--- src/rtl/rtc_bcd_core.sv ---
// rtl/rtc_bcd_core.sv - BCD real-time clock core with alarm, 12/24h display and second strobe
//
// Ports:
//   clk, rst_n     - system clock, synchronous active-low reset
//   work_en        - 1 = clock runs, 0 = stopped (time digits writable)
//   set_flag       - one-cycle write strobe; set_target selects time (0) or alarm (1)
//   set_pos        - digit select 0..5 = s_l,s_h,m_l,m_h,h_l,h_h (6,7 ignored)
//   set_data       - BCD value to write
//   mode_12h       - 1 = 12-hour display conversion of the hour digits
//   alarm_en       - enables alarm_hit
//   data           - registered display digits {h_h,h_l,m_h,m_l,s_h,s_l}
//   point, sign    - constant decimal-point pattern and sign for the display bus
//   pm             - registered PM indicator (12-hour mode only)
//   sec_pulse      - one-cycle strobe per second advance
//   alarm_hit      - one-cycle strobe when time advances onto the alarm time
module rtc_bcd_core #(
    parameter int         TICK_DIV    = 50_000_000,
    parameter bit         CLR_ON_STOP = 1'b0,
    parameter logic [5:0] POINT_MASK  = 6'b010100
) (
    input  logic        clk,
    input  logic        rst_n,
    input  logic        work_en,
    input  logic        set_flag,
    input  logic        set_target,
    input  logic [2:0]  set_pos,
    input  logic [3:0]  set_data,
    input  logic        mode_12h,
    input  logic        alarm_en,
    output logic [23:0] data,
    output logic [5:0]  point,
    output logic        sign,
    output logic        pm,
    output logic        sec_pulse,
    output logic        alarm_hit
);
    localparam int            PW        = $clog2(TICK_DIV);
    localparam logic [PW-1:0] PRESC_MAX = PW'(TICK_DIV - 1);

    logic [5:0][3:0] tim, tim_n, tim_adv;
    logic [5:0][3:0] alm, alm_n;
    logic [PW-1:0]   presc;
    logic            work_d;
    logic            match_q;
    logic            tick, stop_edge, wr_block, wr_time, wr_alarm;
    logic [4:0]      h_bin, h_disp;
    logic [3:0]      hh, hl;
    logic            pm_n;

    assign point = POINT_MASK;
    assign sign  = 1'b0;

    // One-second BCD advance with the 23:59:59 -> 00:00:00 rollover.
    function automatic logic [5:0][3:0] advance(input logic [5:0][3:0] t);
        logic [5:0][3:0] n;
        n = t;
        if (t[0] != 4'd9) n[0] = t[0] + 4'd1;
        else begin
            n[0] = 4'd0;
            if (t[1] != 4'd5) n[1] = t[1] + 4'd1;
            else begin
                n[1] = 4'd0;
                if (t[2] != 4'd9) n[2] = t[2] + 4'd1;
                else begin
                    n[2] = 4'd0;
                    if (t[3] != 4'd5) n[3] = t[3] + 4'd1;
                    else begin
                        n[3] = 4'd0;
                        if (t[5] == 4'd2 && t[4] == 4'd3) begin
                            n[5] = 4'd0;
                            n[4] = 4'd0;
                        end else if (t[4] == 4'd9) begin
                            n[4] = 4'd0;
                            n[5] = t[5] + 4'd1;
                        end else begin
                            n[4] = t[4] + 4'd1;
                        end
                    end
                end
            end
        end
        return n;
    endfunction

    // Range check for a single-digit write; hour validity uses the other
    // hour digit as currently stored in the same register set.
    function automatic logic valid_write(input logic [5:0][3:0] cur,
                                         input logic [2:0] pos,
                                         input logic [3:0] val);
        logic ok;
        ok = (pos <= 3'd5) && (val <= 4'd9);
        case (pos)
            3'd1, 3'd3: if (val > 4'd5) ok = 1'b0;
            3'd4:       if (cur[5] == 4'd2 && val > 4'd3) ok = 1'b0;
            3'd5:       if (val > 4'd2 || (val == 4'd2 && cur[4] > 4'd3)) ok = 1'b0;
            default:    ;
        endcase
        return ok;
    endfunction

    always_comb begin
        stop_edge = work_d & ~work_en;
        tick      = work_en && (presc == PRESC_MAX);
        tim_adv   = advance(tim);
        // The clearing stop edge swallows any write issued in the same cycle.
        wr_block  = stop_edge && CLR_ON_STOP;
        wr_time   = set_flag && !set_target && !work_en && !wr_block &&
                    valid_write(tim, set_pos, set_data);
        wr_alarm  = set_flag && set_target && !wr_block &&
                    valid_write(alm, set_pos, set_data);

        tim_n = tim;
        if (wr_block) begin
            tim_n = '0;
        end else if (tick) begin
            tim_n = tim_adv;
        end else if (wr_time) begin
            for (int i = 0; i < 6; i++)
                if (set_pos == 3'(i)) tim_n[i] = set_data;
        end

        alm_n = alm;
        if (wr_alarm) begin
            for (int i = 0; i < 6; i++)
                if (set_pos == 3'(i)) alm_n[i] = set_data;
        end
    end

    // Hour display conversion: to binary, fold into 12-hour range, back to BCD.
    always_comb begin
        h_bin = (tim[5] == 4'd2) ? 5'd20 : (tim[5] == 4'd1) ? 5'd10 : 5'd0;
        h_bin = h_bin + {1'b0, tim[4]};
        h_disp = h_bin;
        pm_n   = 1'b0;
        if (mode_12h) begin
            if (h_bin == 5'd0) begin
                h_disp = 5'd12;
            end else if (h_bin > 5'd12) begin
                h_disp = h_bin - 5'd12;
                pm_n   = 1'b1;
            end else begin
                pm_n   = (h_bin == 5'd12);
            end
        end
        if (h_disp >= 5'd20) begin
            hh = 4'd2;
            hl = 4'(h_disp - 5'd20);
        end else if (h_disp >= 5'd10) begin
            hh = 4'd1;
            hl = 4'(h_disp - 5'd10);
        end else begin
            hh = 4'd0;
            hl = 4'(h_disp);
        end
    end

    always_ff @(posedge clk) begin
        if (!rst_n) begin
            tim       <= '0;
            alm       <= '0;
            presc     <= '0;
            work_d    <= 1'b1;
            match_q   <= 1'b0;
            data      <= '0;
            pm        <= 1'b0;
            sec_pulse <= 1'b0;
            alarm_hit <= 1'b0;
        end else begin
            work_d    <= work_en;
            presc     <= (!work_en || tick) ? '0 : presc + PW'(1);
            tim       <= tim_n;
            alm       <= alm_n;
            sec_pulse <= tick;
            // Compare against the alarm as it stood before any write this cycle.
            match_q   <= tick && alarm_en && (tim_adv == alm);
            alarm_hit <= match_q;
            data      <= {hh, hl, tim[3], tim[2], tim[1], tim[0]};
            pm        <= pm_n;
        end
    end
endmodule

--- config.mk ---
export PLATFORM = sky130hd
export DESIGN_NAME = rtc_bcd_core
export DESIGN_NICKNAME = d
export VERILOG_FILES = /design/src/rtl/rtc_bcd_core.sv
export SDC_FILE = /design/constraint.sdc
export NUM_CORES = 1
export LEC_CHECK = 0
export ABC_AREA = 1
export BUFFER_PORTS_ARGS = -buffer_cell sky130_fd_sc_hd__buf_2
export CORE_MARGIN = 4
export CORE_UTILIZATION = 35
export CTS_CLUSTER_DIAMETER = 100
export DETAILED_ROUTE_END_ITERATION = 8
export PLACE_DENSITY_LB_ADDON = 0.05
export SYNTH_ARGS = -nofsm -noshare
export SYNTH_HDL_FRONTEND = slang
export SYNTH_SLANG_ARGS = --single-unit
--- constraint.sdc ---
create_clock -name clk -period 5 [get_ports clk]
set_input_delay 1 -clock clk [delete_from_list [all_inputs] [get_ports clk]]
set_output_delay 1 -clock clk [all_outputs]
set_load 0.05 [all_outputs]
==> results of run 1 <==
worst paths after layout:
check,cells after the start,endpoint
max,24,data[17]
max reg2reg,24,data[17]
min reg2reg,2,alarm_hit
min,2,alarm_hit
cell families (layout without fill, tap and decap cells):
| logic type | after synthesis | after routing | share of synthesized area (%) |
|---|---|---|---|
| buffers and inverters | 167 | 201 | 11.7 |
| AOI/OAI and AO/OA | 126 | 126 | 12.7 |
| DFF | 100 | 100 | 34.4 |
| adders and majority gates | 13 | 13 | 2.79 |
| other | 2 | 9 | 0.129 |
| and+or+nand+nor | 436 | 436 | 36.1 |
| xor gates and xnor gates | 15 | 15 | 2.26 |
worst max-delay path, delay by kind of cell (launching register included):
| kind | cells | cell delay [ns] |
|---|---|---|
| buf+inv | 5 | 0.38 |
| fa+ha+maj | 5 | 0.95 |
| simple gates | 13 | 1.65 |
| compound gates | 1 | 0.15 |
| flops | 1 | 0.41 |
metal layers:
layer  vias to the layer above  global-route usage (%)  share of wire (%)
li1                       2818                       -                  -
met1                      2467                    22.6                 47
met2                       103                    29.6                 48
met3                        19                    2.76                3.6
met4                         0                    5.54                1.8
met5                         -                       0                  0
sequential cells by signal, indices dropped and copies added (netlist names):
signal     count
match_q        1
alm           24
pm             1
sec_pulse      1
presc         26
data          22
alarm_hit      1
tim           24
synthesized netlist by cell type, drive strengths merged, types with 8 or more instances:
cell type,count
nand4,20
buf,16
nor3,17
inv,143
nand2,206
xor2,13
o21ai,47
a21oi,44
nor2,105
dfxtp,100
nand3,67
nor4,8
ha,13
layout make-up:
cell class / instances / area (um^2)
well taps: 216 / 270
clock buffers: 10 / 229
fillers: 1759 / 9630
clock inverters: 6 / 62.6
inverters: 144 / 546
flip-flops and latches: 100 / 2000
repair buffers: 41 / 213
multi-input cells: 599 / 3170
power groups by stage:
stage | registers [mW] | clock network, mW | logic, mW
after floorplan | 0.831 | 0 | 0.0765
after global placement | 0.823 | 0 | 0.109
after detailed placement | 0.823 | 0 | 0.110
after CTS | 0.804 | 0.744 | 0.111
after global routing | 0.805 | 0.768 | 0.121
final | 0.805 | 0.714 | 0.110
cell usage in the layout, fill, tap and decap left out, types with 16 or more instances in the layout:
cell type  instances
nand2_1          188
inv_1            130
dfxtp_1          100
nor2_1            90
nand3_1           59
o21ai_0           43
a21oi_1           43
buf_2             38
nand4_1           19
nor3_1            16
==> impl_metrics.csv, run 1 <==
group,metric,value,unit
timing,grt_setup_unrepaired,"no",
global_routing,antenna_found_initial,0,
routing,detail_route.wl_per_cell,14.1,um
synth,yosysTopAreaCell,"dfxtp_1",
timing,maxSlewHeadroom,38.8,%
routing,ant_nets,0,
timing,fin_crit_sh,72.9,%
final_layout,antenna_cells,0,
clock_network,cts_resized,0,
clock_network,postCtsSetupRepairBufs,0,
routing,drc,0,
flow_run,drv_cap,0,
global_routing,grt_max_degree,49,
critical_path,crit_chain,"inv_1 -> ha_1 -> nand2_4 -> inv_1 -> nor2_1 -> ha_1 -> ha_1 -> inv_1 -> nand3b_1 -> nand2_1 -> inv_1 -> ha_1 -> inv_1 -> nor2_1 -> nand3_1 -> nand3_1 -> nand3_1 -> nand2_4 -> ha_1 -> nand3_1 -> nand3_4 -> nand2_4 -> a21oi_1 -> nor2_1",
clock_network,ctsLongestPathBuffers,2,
global_routing,grt_use_total,17.4,%
timing,holdWs,0.408,ns
clock_network,numCtsBuffers,9,
global_routing,first_global_vias,5171,
final_layout,final_cells,1116,
place,dp_hpwl,12000,um
place,placedCellCount,1100,
clock_network,cts-root-buf,"clkbuf_16",
critical_path,slowest_stage,"dfxtp_1",
clock_network,cts.reportedPaths.clkPinSlew,0.07,ns
status,status,"complete, no violations",
power_and_ir_drop,seqPwrFrac,49.4,%
power_and_ir_drop,clockPowerShare,43.8,%
synth,synth_seq_cells,100,
timing,period_minus_slack,3.65,ns
power_and_ir_drop,peakVddDrop,0.000151,V
final_layout,fin_area,0.00649,mm^2
synth,syn_area,0.00582,mm^2
floorplanning,start_util,36.1,%
timing,fmax,0.274,GHz
synth,async_reset_ff_share,0,%
routing,vias,5407,
timing,tightest_slew,0.916,ns
synth,netlist_instances,859,
synth,ys_seq_area_share,34.4,%
power_and_ir_drop,power.switching,0.412,mW
final_layout,layout-drive-gt1-share,13.4,%
floorplanning,chipWidth,137,um
critical_path,r2r_start,"tim[20]",
floorplanning,rows,46,
place,place_congestion,0.875,
synth,yosys-top-cells-area,"dfxtp_1, nand2_1, inv_1",
place,place_ws,1.39,ns
power_and_ir_drop,p_comb_share,6.8,%
worst_hold_path,hold_start,"match_q",
timing,setup_slack,1.35,ns
synth,syn_avg_cell_area,6.78,um^2
critical_path,crit_fanout,7,
critical_path,crit_start,"tim[20]",
final_layout,final_nets,922,
power_and_ir_drop,power.leakage,2.98,nW
critical_path,criticalPathCategory,"reg -> reg",
final_layout,areaGrowthSynthToFinish,11.4,%
final_layout,utilization,40.3,%
synth,netlist.area_leader.share,34.4,%
power_and_ir_drop,fin_total_pwr,1.63,mW
global_routing,grt_pass1_wl,25900,um
place,portBuffers,38,
global_routing,grt_overflow,0,
critical_path,cp-end-kind,"flop",
critical_path,startpoint_type,"flop",
power_and_ir_drop,power_density,251,mW/mm^2
floorplanning,ios,48,
timing,skew,0.00726,ns
timing,drv_slew,0,
timing,hold_viol_final,0,
timing,timing.setup.tns,0,ns
floorplanning,coreArea,0.0161,mm^2
routing,routed_via_density,4.84,
synth,ys_warn_count,0,
routing,drtIter0Drc,304,
power_and_ir_drop,p_int,1.22,mW
critical_path,critPathRequiredTime,5.25,ns
floorplanning,dieArea,0.0188,mm^2
place,dpl_cell_area,0.00620,mm^2
clock_network,cts_sinks,100,
timing,setup_violations,0,
critical_path,cp_data_arrival_time,3.89,ns
clock_network,h-tree-depth,3,
routing,drtPass1Iterations,5,
power_and_ir_drop,switching_share,25.3,%
critical_path,ff2ff_setup_slack,1.35,ns
routing,drt-total-wl,15700,um
synth,synth_ff_type,"dfxtp_1",
clock_network,clkLatencyLatePin,0.36,ns
synth,synth.distinct_cells,55,
clock_network,cts_tree,"yes",
synth,synth_edf_count,0,
floorplanning,fp.dieH,137,um
worst_hold_path,hp-class,"reg -> reg",
clock_network,cts-hold-fix-buffers,0,
critical_path,slowest_delay,0.41,ns
Power figures use the tool's default switching activity.
==> run 2, diff against run 1 <==
Clock period 5 ns to 3.3 ns, I/O delays scaled along.
==> run 2 against run 1 <==
Against the previous run:
- sequential share of layout area decreased by 0.52 points
- register-to-register slack got worse by 1.1 ns
- combinational power increased by 54%
- clock-buffer cell count decreased by 1
- critical path type unchanged
- largest cell class unchanged
==> impl_metrics.csv, run 2 (synthesis gave the netlist of run 1 again) <==
group,metric,value,unit
global_routing,antenna_found_initial,0,
timing,fin_crit_sh,92.8,%
critical_path,cp_top_family,"simple AND/OR/NAND/NOR gates",
floorplanning,dieArea,0.0188,mm^2
global_routing,first_global_vias,5154,
timing,holdWs,0.412,ns
critical_path,cp.depth,24,
place,portBuffers,38,
power_and_ir_drop,power_density,367,mW/mm^2
global_routing,grt_pass1_wl,25600,um
clock_network,cts-root-buf,"clkbuf_16",
critical_path,crit_end,"data[17]",
routing,drtIter0Drc,299,
timing,setup_violations,0,
final_layout,largest_register,"presc",
timing,drv_slew,0,
routing,drtPass1Iterations,5,
clock_network,cts.reportedPaths.clkPinSlew,0.07,ns
final_layout,reg.largest.list,"presc: 26 flops, alm: 24 flops, tim: 24 flops",
routing,drc,0,
final_layout,layout-drive-gt1-share,16.2,%
critical_path,slowest_delay,0.33,ns
critical_path,r2r_start,"tim[20]",
timing,fmax,0.327,GHz
clock_network,cts_tree,"yes",
critical_path,slowest_stage,"dfxtp_1",
critical_path,crit_path_frequent_cell,"nand3_2",
critical_path,crit_chain,"buf_4 -> ha_1 -> nand2_2 -> nor2_4 -> ha_2 -> ha_1 -> inv_1 -> nand2_1 -> nand2_2 -> nand2_2 -> inv_1 -> ha_2 -> inv_2 -> nor2_4 -> nand3_2 -> nand3_2 -> nand3_2 -> nand2_4 -> ha_1 -> nand3_2 -> nand3_4 -> nand2_4 -> a21oi_1 -> nor2_1",
worst_hold_path,hp-class,"reg -> reg",
power_and_ir_drop,fin_total_pwr,2.42,mW
routing,detail_route.wl_per_cell,14.1,um
final_layout,final_nets,930,
clock_network,cts-hold-fix-buffers,0,
final_layout,final_common_cell,"nand2_1",
clock_network,clkLatencyLatePin,0.36,ns
floorplanning,coreArea,0.0161,mm^2
timing,period_minus_slack,3.06,ns
floorplanning,rows,46,
final_layout,antenna_cells,0,
routing,routed_via_density,4.85,
final_layout,largest_register_ffs,26,
clock_network,ctsLongestPathBuffers,2,
global_routing,grt_use_total,17.2,%
flow_run,drv_cap,0,
global_routing,grt_overflow,0,
routing,drt-total-wl,15800,um
floorplanning,chipWidth,137,um
clock_network,h-tree-depth,3,
routing,vias,5447,
final_layout,layout_common_cells,"nand2_1, inv_1, dfxtp_1",
critical_path,criticalPathCategory,"reg -> reg",
global_routing,grt_max_degree,49,
floorplanning,ios,48,
critical_path,ff2ff_setup_slack,0.24,ns
critical_path,r2r_end,"data[17]",
power_and_ir_drop,peakVddDrop,0.000225,V
floorplanning,start_util,36.1,%
final_layout,areaGrowthSynthToFinish,13.4,%
critical_path,crit_start,"tim[20]",
power_and_ir_drop,power.leakage,3.03,nW
timing,skew,0.0101,ns
clock_network,numCtsBuffers,9,
critical_path,path_buf_inv,4,
timing,hold_viol_final,0,
critical_path,cp-end-kind,"flop",
floorplanning,fp.dieH,137,um
routing,ant_nets,0,
critical_path,reg2regPathDepth,24,
critical_path,crit_fanout,6,
place,dp_hpwl,12000,um
place,place_congestion,0.901,
critical_path,critPathRequiredTime,3.55,ns
status,status,"complete, no violations",
critical_path,startpoint_type,"flop",
clock_network,cts_sinks,100,
critical_path,cp_data_arrival_time,3.31,ns
## run 2: cell types whose count changed in the layout (fill, tap and decap cells not counted), moves of 2 or more
cell	change
nand3_2	+5
nor2_1	-2
nor2_4	+2
nand3_1	-5
inv_1	-3
nand2_2	+3
inv_2	+3
nand2_1	-3
ha_2	+2
ha_1	-3
buf_4	+8
## run 2: repair_timing
action                     4_1_cts  5_1_grt
setup endpoints to repair        4        5
buffers inserted                 0        2
resized for setup                6       14
pin swaps                        0        7
## run 2: layer usage
| layer | part of all wire, % | GRT usage (%) | vias up |
|---|---|---|---|
| met3 | 3.0 | 3.16 | 8 |
| met5 | 0 | 0 | - |
| met1 | 48 | 22.8 | 2520 |
| met2 | 48 | 29.0 | 83 |
| met4 | 0.84 | 4.27 | 0 |
| li1 | - | - | 2836 |
## run 2: worst register-to-register path, cell delays in order (launching register included)
cell and delay, ns:
dfxtp_1 0.33, buf_4 0.15, ha_1 0.21, nand2_2 0.09
nor2_4 0.04, ha_2 0.17, ha_1 0.17, inv_1 0.06
nand2_1 0.06, nand2_2 0.08, nand2_2 0.09, inv_1 0.07
ha_2 0.18, inv_2 0.05, nor2_4 0.10, nand3_2 0.11
nand3_2 0.09, nand3_2 0.10, nand2_4 0.12, ha_1 0.17
nand3_2 0.11, nand3_4 0.11, nand2_4 0.08, a21oi_1 0.16
nor2_1 0.06
## run 2: final cells by class
class / count / area (um^2)
fill: 1777 / 9510
multi-input combinational: 599 / 3230
sequential: 100 / 2000
inverter: 144 / 546
timing repair buffer: 49 / 273
tap: 216 / 270
clock buffer: 9 / 225
clock inverter: 7 / 56.3
## run 2: worst min-delay path by stage
| stage | from | end | slack [ns] | cells past startpoint |
|---|---|---|---|---|
| 3_5_place_dp | match_q | alarm_hit | 0.40 | 2 |
| 5_1_grt | match_q | alarm_hit | 0.45 | 2 |
| 6_report | match_q | alarm_hit | 0.41 | 2 |
| 3_3_place_gp | match_q | alarm_hit | 0.39 | 2 |
| 2_1_floorplan | match_q | alarm_hit | 0.39 | 2 |
| 4_1_cts | match_q | alarm_hit | 0.42 | 2 |
## run 2: power breakdown
| group | total, mW | switching, mW | internal [mW] |
|---|---|---|---|
| logic | 0.169 | 0.128 | 0.0401 |
| clock network | 1.04 | 0.513 | 0.524 |
| registers | 1.22 | 0.00453 | 1.21 |
## run 2: through the flow
step	area [um^2]	std cells	setup TNS [ns]	utilization, %	setup WS (ns)
2_1_floorplan	5850	866	0	-	0.136
3_3_place_gp	6240	1106	0	38.7	0.0407
3_5_place_dp	6240	1106	-0.333	38.7	-0.133
4_1_cts	6540	1122	0	40.6	0.0366
5_1_grt	6610	1124	-0.0174	41.0	-0.0174
6_report	6610	1124	0	41.0	0.239
==> run 3, diff against run 2 <==
Settings changed: ABC_AREA 1 to default.
==> run 3 against run 2 <==
Against the previous run:
- first-iteration DRC count grew 51%
- the flow now finishes with violations (setup timing)
- die area grew 2.7%
- sequential cell count is the same
- cell area grew 7.1%
- combinational power grew 17%
- critical path type unchanged
- global-route usage grew 1.1 points
- largest power group unchanged
- via count grew 0.39%
==> impl_metrics.csv, run 3 <==
group,metric,value,unit
critical_path,crit_fanout,3,
critical_path,startpoint_type,"flop",
clock_network,cts_sinks,100,
timing,maxSlewHeadroom,46.0,%
synth,synth_top_family_by_area,"simple AND/OR/NAND/NOR gates",
critical_path,r2r_start,"tim[20]",
timing,setup_violations,5,
final_layout,areaGrowthSynthToFinish,18.1,%
synth,synthSimpleGateAreaFrac,28.7,%
clock_network,cts-root-buf,"clkbuf_16",
critical_path,cp_data_arrival_time,4.32,ns
clock_network,cts-hold-fix-buffers,0,
routing,drc,0,
global_routing,first_global_vias,5386,
clock_network,h-tree-depth,3,
final_layout,final_common_cell,"dfxtp_1",
timing,fmax,0.243,GHz
global_routing,grt_overflow,0,
power_and_ir_drop,power_density,355,mW/mm^2
final_layout,final_cells,1008,
synth,synth_most_common_cell,"dfxtp_1",
worst_hold_path,hp-class,"reg -> reg",
routing,vias,5468,
critical_path,ff2ff_setup_slack,-0.81,ns
critical_path,criticalPathCategory,"reg -> reg",
clock_network,clkLatencyLatePin,0.36,ns
synth,synth_adder_area_share,2.72,%
final_layout,layout-drive-gt1-share,20.7,%
synth,ys_seq_area_share,33.4,%
floorplanning,rows,47,
status,violations,"setup timing",
synth,yosys-top-cells-area,"dfxtp_1, mux2i_1, nor2_1",
synth,ys_warn_count,0,
final_layout,final_nets,811,
timing,holdWs,0.475,ns
routing,detail_route.wl_per_cell,17.6,um
routing,drt-total-wl,17800,um
synth,async_reset_ff_share,0,%
place,place_congestion,0.926,
critical_path,critPathRequiredTime,3.51,ns
synth,syn_area,0.00599,mm^2
floorplanning,chipWidth,139,um
floorplanning,dieArea,0.0193,mm^2
timing,grt_setup_unrepaired,"yes",
critical_path,reg2regPathDepth,20,
critical_path,crit_end,"data[19]",
final_layout,antenna_cells,0,
critical_path,r2r_end,"data[19]",
clock_network,ctsLongestPathBuffers,2,
floorplanning,coreArea,0.0167,mm^2
floorplanning,fp.dieH,139,um
global_routing,antenna_found_initial,0,
synth,netlist.area_leader.share,33.4,%
global_routing,grt_use_total,18.3,%
timing,skew,0.00918,ns
synth,yosysTopAreaCell,"dfxtp_1",
timing,fin_crit_sh,124,%
routing,drtIter0Drc,451,
synth,synth_edf_count,0,
global_routing,grt_pass1_wl,28800,um
final_layout,largest_register,"presc",
place,portBuffers,38,
synth,yosys-top-cells-count,"dfxtp_1, nor2_1, nand2_1",
synth,netlist_instances,721,
place,place_ws,-0.961,ns
routing,drtPass1Iterations,5,
power_and_ir_drop,fin_total_pwr,2.51,mW
synth,muxShareOfSynthArea,5.81,%
floorplanning,ios,48,
floorplanning,start_util,35.9,%
routing,routed_via_density,5.42,
synth,synth-xor-area-share,7.31,%
critical_path,cp-end-kind,"flop",
timing,hold_viol_final,0,
global_routing,grt_max_degree,35,
power_and_ir_drop,peakVddDrop,0.000249,V
synth,synth_ff_type,"dfxtp_1",
power_and_ir_drop,power.leakage,2.85,nW
synth,synth_seq_cells,100,
routing,ant_nets,0,
status,status,"finished with violations",
synth,syn_avg_cell_area,8.31,um^2
final_layout,largest_register_ffs,26,
clock_network,numCtsBuffers,9,
timing,setup_slack,-0.808,ns
flow_run,drv_cap,0,
place,placedCellCount,988,
clock_network,cts_tree,"yes",
timing,period_minus_slack,4.11,ns
synth,synth.distinct_cells,85,
final_layout,reg.largest.list,"presc: 26 flops, alm: 24 flops, tim: 24 flops",
final_layout,layout_common_cells,"dfxtp_1, nor2_1, buf_4",
place,dp_hpwl,13100,um
timing,tightest_slew,0.809,ns
timing,drv_slew,0,
clock_network,cts.reportedPaths.clkPinSlew,0.07,ns
critical_path,crit_start,"tim[20]",
synth,synth_compound_gate_area_share,16.1,%
## run 3: changes by cell type in the layout (fill, tap and decap cells not counted), sizes merged, moves of 26 or more
| cell | delta |
|---|---|
| nand2 | -148 |
| buf | +49 |
| nor2 | -37 |
| mux2i | +31 |
| and2 | +26 |
| nand3 | -32 |
| inv | -128 |
## run 3: cell families (layout without fill, tap and decap cells)
kind of cell             Yosys count  count (layout)
adder cells (fa/ha/maj)           13              13
other                              2               9
AND/OR/NAND/NOR                  308             308
XOR/XNOR                          50              50
AO/OA/AOI/OAI                    143             143
multiplexers                      34              34
buffers and inverters             71             131
flip-flops                       100             100
## run 3: stage by stage
stage / setup TNS [ns] / cell area (um^2) / utilization [%]
2_1_floorplan: -4.01 / 6110 / -
3_3_place_gp: -3.61 / 6700 / 40.1
3_5_place_dp: -4.20 / 6700 / 40.1
4_1_cts: -3.72 / 7030 / 42.1
5_1_grt: -4.45 / 7080 / 42.4
6_report: -3.67 / 7080 / 42.4
## run 3: worst min-delay path by stage
stage          startpoint        end  slack (ns)  depth (start not counted)
2_1_floorplan     match_q  alarm_hit        0.41                          1
3_3_place_gp     presc[0]   presc[0]        0.45                          1
3_5_place_dp     presc[0]   presc[0]        0.47                          1
4_1_cts            alm[1]     alm[1]        0.48                          2
5_1_grt            alm[1]     alm[1]        0.49                          2
6_report         presc[0]   presc[0]        0.48                          1
## run 3: per-layer routing
layer	GRT usage (%)	share of wire, %	vias to the layer above	wire [um]
met5	0	0	-	0
met4	6.59	2.3	0	407
met3	2.76	3.6	28	631
met2	29.7	46	143	8230
met1	24.8	48	2626	8500
li1	-	-	2671	-
## run 3: critical path: stages, from the launching register on
cell,delay [ns]
dfxtp_4,0.37
inv_6,0.05
ha_4,0.13
or3b_4,0.39
xnor2_2,0.14
ha_2,0.19
or3_4,0.36
and2_4,0.18
inv_4,0.06
ha_4,0.11
or3b_4,0.38
o211ai_1,0.13
a32o_2,0.21
o311a_1,0.17
inv_1,0.05
ha_2,0.15
and2_4,0.13
or3_4,0.35
o31ai_4,0.08
mux2i_1,0.22
o32ai_1,0.10
## run 3: report_power, final
group	total [mW]	internal, mW	switching (mW)
registers	1.22	1.21	0.00606
logic	0.198	0.0661	0.132
clock network	1.10	0.606	0.491
total	2.51	1.88	0.629
## run 3: timing repair
item	4_1_cts	5_1_grt
pin swaps	8	6
resized for setup	6	5
buffers inserted	3	2
setup endpoints to repair	5	5
## run 3: layout make-up
cell class              instances  area [um^2]
clock inverters                 4         48.8
repair buffers                 98          641
fillers                      1713         9630
well taps                     220          275
inverters                      18         75.1
clock buffers                  11          243
flip-flops and latches        100         2010
multi-input cells             557         3790
